### config.mk
export PLATFORM = sky130hd
export DESIGN_NAME = sigmoid_share_sched_flat
export DESIGN_NICKNAME = d
export VERILOG_FILES = /design/src/rtl/sigmoid_share_sched_if.sv /design/src/rtl/sigmoid_share_sched.sv /design/src/flat_wrapper.sv
export SDC_FILE = /design/constraint.sdc
export NUM_CORES = 1
export LEC_CHECK = 0
export BUFFER_PORTS_ARGS = -buffer_cell sky130_fd_sc_hd__buf_4
export CAP_MARGIN = 0
export CORE_MARGIN = 2
export CORE_UTILIZATION = 58
export DETAILED_ROUTE_END_ITERATION = 8
export MAX_ROUTING_LAYER = met4
export PLACE_DENSITY = 0.86
export SLEW_MARGIN = 30
export SYNTH_ARGS = -nofsm -noshare
export SYNTH_HDL_FRONTEND = slang
export SYNTH_SLANG_ARGS = --single-unit
### constraint.sdc
create_clock -name clk -period 5 [get_ports clk]
set_clock_uncertainty 0.15 [all_clocks]
set_input_delay 0.5 -clock clk [delete_from_list [all_inputs] [get_ports clk]]
set_output_delay 0.5 -clock clk [all_outputs]
set_load 0.05 [all_outputs]
### src/rtl/sigmoid_share_sched_if.sv
// Request, sigmoid and response signals of sigmoid_share_sched bundled as one
// interface; slave is the scheduler side, master the surrounding system.
interface sigmoid_share_sched_if #(
    parameter int N_REQ = 4,
    parameter int IDW   = 2
);
    logic [N_REQ-1:0]    req_valid;
    logic [16*N_REQ-1:0] req_x;
    logic [N_REQ-1:0]    req_ready;
    logic [15:0]         sig_x;
    logic [15:0]         sig_fx;
    logic                rsp_valid;
    logic                rsp_ready;
    logic [IDW-1:0]      rsp_id;
    logic [15:0]         rsp_fx;
    logic                busy;

    modport slave (
        input  req_valid, req_x, sig_fx, rsp_ready,
        output req_ready, sig_x, rsp_valid, rsp_id, rsp_fx, busy
    );

    modport master (
        output req_valid, req_x, sig_fx, rsp_ready,
        input  req_ready, sig_x, rsp_valid, rsp_id, rsp_fx, busy
    );
endinterface

### src/rtl/sigmoid_share_sched.sv
// Round-robin time-sharing of one external pwla_sigmoid among N_REQ requesters;
// a tag pipeline follows each operand and results return through a credit-guarded FIFO.
module sigmoid_share_sched #(
    parameter int N_REQ       = 4,
    parameter int IDW         = 2,
    parameter int SIG_LATENCY = 1,
    parameter int FIFO_DEPTH  = 4
) (
    input  logic                 clk,
    input  logic                 reset,
    sigmoid_share_sched_if.slave bus
);
    localparam int PW = $clog2(FIFO_DEPTH);
    localparam int CW = PW + 1;

    logic [IDW-1:0]   rr_ptr;
    logic [N_REQ-1:0] grant_vec;
    logic             grant_any;
    logic [IDW-1:0]   grant_idx;
    logic [15:0]      grant_x;
    logic             accept;
    logic             credit;
    logic             push;
    logic             pop;
    logic             tag_any;
    logic [15:0]      sig_x_r;

    logic             tag_valid [0:SIG_LATENCY];
    logic [IDW-1:0]   tag_id    [0:SIG_LATENCY];

    logic [CW-1:0]    inflight;
    logic [CW-1:0]    fifo_count;
    logic [PW-1:0]    wr_ptr;
    logic [PW-1:0]    rd_ptr;
    logic [IDW-1:0]   mem_id [0:FIFO_DEPTH-1];
    logic [15:0]      mem_fx [0:FIFO_DEPTH-1];

    always_comb begin
        inflight = '0;
        tag_any  = 1'b0;
        for (int unsigned s = 0; s <= SIG_LATENCY; s++) begin
            inflight = inflight + CW'(tag_valid[s]);
            tag_any  = tag_any | tag_valid[s];
        end
    end

    // Pops in the current cycle are deliberately ignored, so credit is conservative.
    assign credit = ({1'b0, fifo_count} + {1'b0, inflight}) < (CW+1)'(FIFO_DEPTH);

    // Pass 0 scans rr_ptr..N_REQ-1, pass 1 wraps to 0..rr_ptr-1.
    always_comb begin
        grant_any = 1'b0;
        grant_idx = '0;
        grant_vec = '0;
        grant_x   = '0;
        for (int unsigned pass = 0; pass < 2; pass++) begin
            for (int unsigned i = 0; i < N_REQ; i++) begin
                if (!grant_any && bus.req_valid[i] && ((pass == 0) == (i >= 32'(rr_ptr)))) begin
                    grant_any    = 1'b1;
                    grant_idx    = IDW'(i);
                    grant_vec[i] = 1'b1;
                    grant_x      = bus.req_x[16*i +: 16];
                end
            end
        end
    end

    assign accept        = grant_any && credit && !reset;
    assign bus.req_ready = accept ? grant_vec : '0;

    always_ff @(posedge clk) begin
        if (reset) begin
            rr_ptr  <= '0;
            sig_x_r <= '0;
            for (int unsigned s = 0; s <= SIG_LATENCY; s++) begin
                tag_valid[s] <= 1'b0;
                tag_id[s]    <= '0;
            end
        end else begin
            if (accept) begin
                rr_ptr  <= (32'(grant_idx) == N_REQ - 1) ? '0 : grant_idx + IDW'(1);
                sig_x_r <= grant_x;
            end
            tag_valid[0] <= accept;
            tag_id[0]    <= grant_idx;
            for (int unsigned s = 1; s <= SIG_LATENCY; s++) begin
                tag_valid[s] <= tag_valid[s-1];
                tag_id[s]    <= tag_id[s-1];
            end
        end
    end

    assign push = tag_valid[SIG_LATENCY];
    assign pop  = (fifo_count != '0) && bus.rsp_ready;

    always_ff @(posedge clk) begin
        if (reset) begin
            wr_ptr     <= '0;
            rd_ptr     <= '0;
            fifo_count <= '0;
        end else begin
            assert (!(push && !pop && fifo_count == CW'(FIFO_DEPTH)));
            if (push) wr_ptr <= wr_ptr + PW'(1);
            if (pop)  rd_ptr <= rd_ptr + PW'(1);
            case ({push, pop})
                2'b10:   fifo_count <= fifo_count + CW'(1);
                2'b01:   fifo_count <= fifo_count - CW'(1);
                default: fifo_count <= fifo_count;
            endcase
        end
    end

    always_ff @(posedge clk) begin
        if (push) begin
            mem_id[wr_ptr] <= tag_id[SIG_LATENCY];
            mem_fx[wr_ptr] <= bus.sig_fx;
        end
    end

    // Head fields read as zero while empty so stale entries never leak after a flush.
    assign bus.sig_x     = sig_x_r;
    assign bus.rsp_valid = fifo_count != '0;
    assign bus.rsp_id    = bus.rsp_valid ? mem_id[rd_ptr] : '0;
    assign bus.rsp_fx    = bus.rsp_valid ? mem_fx[rd_ptr] : '0;
    assign bus.busy      = tag_any || (fifo_count != '0);
endmodule
### src/flat_wrapper.sv
// flat-port wrapper written by rule: the top's interface ports become plain ports
module sigmoid_share_sched_flat 
#(
    parameter int N_REQ       = 4,
    parameter int IDW         = 2,
    parameter int SIG_LATENCY = 1,
    parameter int FIFO_DEPTH  = 4
)
  (clk, reset, bus_req_valid, bus_req_x, bus_sig_fx, bus_rsp_ready, bus_req_ready, bus_sig_x, bus_rsp_valid, bus_rsp_id, bus_rsp_fx, bus_busy);
  sigmoid_share_sched_if #(.N_REQ(N_REQ), .IDW(IDW)) bus_i ();
  input  logic clk;
  input  logic reset;
  input wire logic [$bits(bus_i.req_valid)-1:0] bus_req_valid;
  input wire logic [$bits(bus_i.req_x)-1:0] bus_req_x;
  input wire logic [$bits(bus_i.sig_fx)-1:0] bus_sig_fx;
  input wire logic [$bits(bus_i.rsp_ready)-1:0] bus_rsp_ready;
  output wire logic [$bits(bus_i.req_ready)-1:0] bus_req_ready;
  output wire logic [$bits(bus_i.sig_x)-1:0] bus_sig_x;
  output wire logic [$bits(bus_i.rsp_valid)-1:0] bus_rsp_valid;
  output wire logic [$bits(bus_i.rsp_id)-1:0] bus_rsp_id;
  output wire logic [$bits(bus_i.rsp_fx)-1:0] bus_rsp_fx;
  output wire logic [$bits(bus_i.busy)-1:0] bus_busy;
  assign bus_i.req_valid = bus_req_valid;
  assign bus_i.req_x = bus_req_x;
  assign bus_i.sig_fx = bus_sig_fx;
  assign bus_i.rsp_ready = bus_rsp_ready;
  assign bus_req_ready = bus_i.req_ready;
  assign bus_sig_x = bus_i.sig_x;
  assign bus_rsp_valid = bus_i.rsp_valid;
  assign bus_rsp_id = bus_i.rsp_id;
  assign bus_rsp_fx = bus_i.rsp_fx;
  assign bus_busy = bus_i.busy;
  sigmoid_share_sched #(.N_REQ(N_REQ), .IDW(IDW), .SIG_LATENCY(SIG_LATENCY), .FIFO_DEPTH(FIFO_DEPTH)) u_core (.clk(clk), .reset(reset), .bus(bus_i));
endmodule
==> impl_metrics.json <==
{
  "synth-seq-cells": 105,
  "port_buffers": 126,
  "final_antenna_net_count": 0,
  "ctsResizeCount": 0,
  "cts_hold_buf": 0,
  "gp_congestion": 0.889,
  "tightest_slew_ps": 934,
  "synth.avg_cell_area_sq_um": 11.9,
  "min_period_ps": 3330,
  "hp-class": "in -> reg",
  "drc": 0,
  "p_leak_nw": 2.39,
  "grt_first_pass_wirelength_microns": 19500,
  "reg2reg_from": "u_core.rr_ptr[1]",
  "dr.first_iter.drc_count": 255,
  "wirelength_microns": 12300,
  "final_cell_mix": "buf_4, edfxtp_1, dfxtp_1, nand2_1",
  "crit_path_end_kind": "output pin",
  "r2r-end": "u_core.bus.sig_x[3]",
  "setup_viol_count_final": 0,
  "initial_utilization": 0.602,
  "synthCells": 442,
  "drtPass1Iterations": 6,
  "cts-buffers-inserted": 9,
  "slew_headroom": 0.377,
  "h-tree-depth": 3,
  "r2r_setup_slack_ps": 2130,
  "finalCritPeriodShare": 0.666,
  "clk_latency_ps": 370,
  "wl_per_cell_microns": 18.6,
  "worst_ep_arrival_time_ps": 2680,
  "status": "finished clean",
  "synth_cell_types": 57,
  "num-nets-final": 642,
  "grt_usage": 0.262,
  "antenna_found_initial": 0,
  "fin_area_sq_um": 6370,
  "hpwl_microns": 8520,
  "design.core.area_sq_um": 8760,
  "place_ws_ps": 1840,
  "start_kind": "flop",
  "hold_depth": 1,
  "worst_slack_ps": 1670,
  "r2r_cells": 5,
  "critPathRequiredTime_ps": 4350,
  "postLayoutCoreUtil": 0.727,
  "nFillCells": 627,
  "cts_sinks": 105,
  "cts_buffer_depth": 2,
  "criticalPathCategory": "reg -> out",
  "slew_violations": 0,
  "fin_tns_setup_ps": 0,
  "syn_to_final_growth_pct": 20.7,
  "powerDensity_nw_per_um2": 460,
  "grt_max_degree": 32,
  "power_w": 0.00293,
  "pin_count": 127,
  "antenna_cells": 0,
  "vdd_drop_max_mv": 0.250,
  "num_vias": 3956,
  "crit_path_max_fanout": 17,
  "rows": 34,
  "maxCapViolations": 0,
  "hold_viol_final": 0,
  "clockRootBuffer": "clkbuf_8",
  "synth_edf_count": 72,
  "async_flop_share": 0,
  "synth_ff_type": "edfxtp_1",
  "vias_per_cell": 6.00,
  "fp.dieH_microns": 99.4,
  "die_x_microns": 99.4,
  "holdCritStartpoint": "bus_sig_fx[14]",
  "placed_cell_area_sq_um": 6180,
  "grt_overflow_total": 0,
  "post_cts_buffers": 0,
  "yosysWarnings": 0,
  "cts.clk_slew.worst_paths_ps": 110,
  "final_common_cell": "buf_4",
  "ys_seq_area_frac": 0.535,
  "syn-num-nets": 538,
  "whs_endpoint": "u_core.mem_fx[1][14]",
  "cts_tree": "built",
  "max_freq_ghz": 0.300,
  "rsz0062_at_grt": "no",
  "mappedNetlistArea_sq_um": 5280,
  "grt_pass1_vias": 3944,
  "drive_gt1_frac": 0.336,
  "die-area_sq_um": 9880
}
-- final cells by class --
type	instances	area [sq um]	share of cell area
sequential	105	2820	0.443
multi-input combinational	284	2190	0.344
timing repair buffer	129	968	0.152
tap	108	135	0.0212
clock buffer	10	128	0.0200
inverter	17	63.8	0.0100
clock inverter	6	57.6	0.00903
-- cells in the mapped netlist (2+ instances only) --
| library cell | n | area [sq um] |
|---|---|---|
| edfxtp_1 | 72 | 2160 |
| dfxtp_1 | 33 | 661 |
| nand2_1 | 29 | 109 |
| and2_1 | 25 | 156 |
| nor2_1 | 25 | 93.8 |
| a21oi_1 | 22 | 110 |
| mux4_2 | 18 | 405 |
| nand3_1 | 18 | 90.1 |
| nand3b_1 | 17 | 128 |
| a221oi_1 | 16 | 140 |
| inv_1 | 16 | 60.1 |
| clkbuf_1 | 15 | 56.3 |
| o21ai_0 | 15 | 75.1 |
| buf_2 | 12 | 60.1 |
| o31ai_1 | 12 | 90.1 |
| nor3b_1 | 11 | 82.6 |
| ha_1 | 8 | 100 |
| a221oi_2 | 7 | 105 |
| nor2b_1 | 7 | 43.8 |
| buf_6 | 4 | 45.0 |
| mux2_2 | 4 | 45.0 |
| nand2b_1 | 4 | 25.0 |
| o221ai_1 | 4 | 35.0 |
| o311ai_1 | 4 | 35.0 |
| or3_1 | 3 | 18.8 |
| xor2_1 | 3 | 26.3 |
| a211oi_1 | 2 | 15.0 |
| and3_1 | 2 | 12.5 |
| buf_1 | 2 | 7.51 |
| buf_4 | 2 | 15.0 |
| o21a_1 | 2 | 15.0 |
| o21ai_2 | 2 | 17.5 |
| xnor2_1 | 2 | 17.5 |
-- routing by layer --
| layer | vias to the layer above | GRT usage | wire length [microns] |
|---|---|---|---|
| met4 | 0 | 0.0980 | 199 |
| met5 | - | - | 0 |
| met2 | 174 | 0.432 | 6210 |
| li1 | 1880 | - | - |
| met1 | 1885 | 0.328 | 5030 |
| met3 | 17 | 0.0429 | 846 |
-- worst max-delay path by stage --
stage | start | endpoint | cells past startpoint
6_report | u_core.rr_ptr[0] | bus_req_ready[2] | 6
5_1_grt | u_core.rr_ptr[0] | bus_req_ready[2] | 6
4_1_cts | u_core.rr_ptr[0] | bus_req_ready[2] | 6
3_5_place_dp | u_core.rr_ptr[1] | u_core.bus.sig_x[3] | 5
3_3_place_gp | bus_req_valid[0] | bus_req_ready[2] | 7
2_1_floorplan | u_core.tag_valid[0][1] | bus_req_ready[1] | 7
-- critical path: stages, from the launching register on --
cell and delay (ps):
dfxtp_1 420, nand2b_1 540, a21oi_2 730, nor2_1 230, nor2_1 140, nor2_1 50
buf_4 190
-- stage by stage --
step	instances	hold slack (ps)
global placement	643	269
CTS	659	161
global route	659	157
floorplan	442	264
finish	659	171
detailed placement	643	273
-- cell families (layout without fill, tap and decap cells) --
family / after synthesis / in the layout / synth area share
and+or+nand+nor: 149 / 149 / 0.156
DFF: 105 / 105 / 0.535
AOI/OAI and AO/OA: 98 / 98 / 0.141
buffers and inverters: 53 / 162 / 0.0498
muxes: 23 / 23 / 0.0872
adders and majority gates: 9 / 9 / 0.0228
xor gates and xnor gates: 5 / 5 / 0.00830
-- report_power, final --
part	internal, W	total (W)	switching, W
registers	0.00102	0.00111	0.0000842
clock network	0.000194	0.000496	0.000302
logic	0.000481	0.00133	0.000848
-- sequential cells by signal, indices dropped and copies added, names as in the netlist, named ones only --
| register | flops |
|---|---|
| u_core.rr_ptr | 2 |
| u_core.mem_id | 8 |
| u_core.tag_valid | 2 |
| u_core.wr_ptr | 2 |
| u_core.bus.sig_x | 16 |
| u_core.tag_id | 4 |
| u_core.fifo_count | 3 |
| u_core.rd_ptr | 2 |
| u_core.mem_fx | 64 |
(Power assumes the default switching activity.)
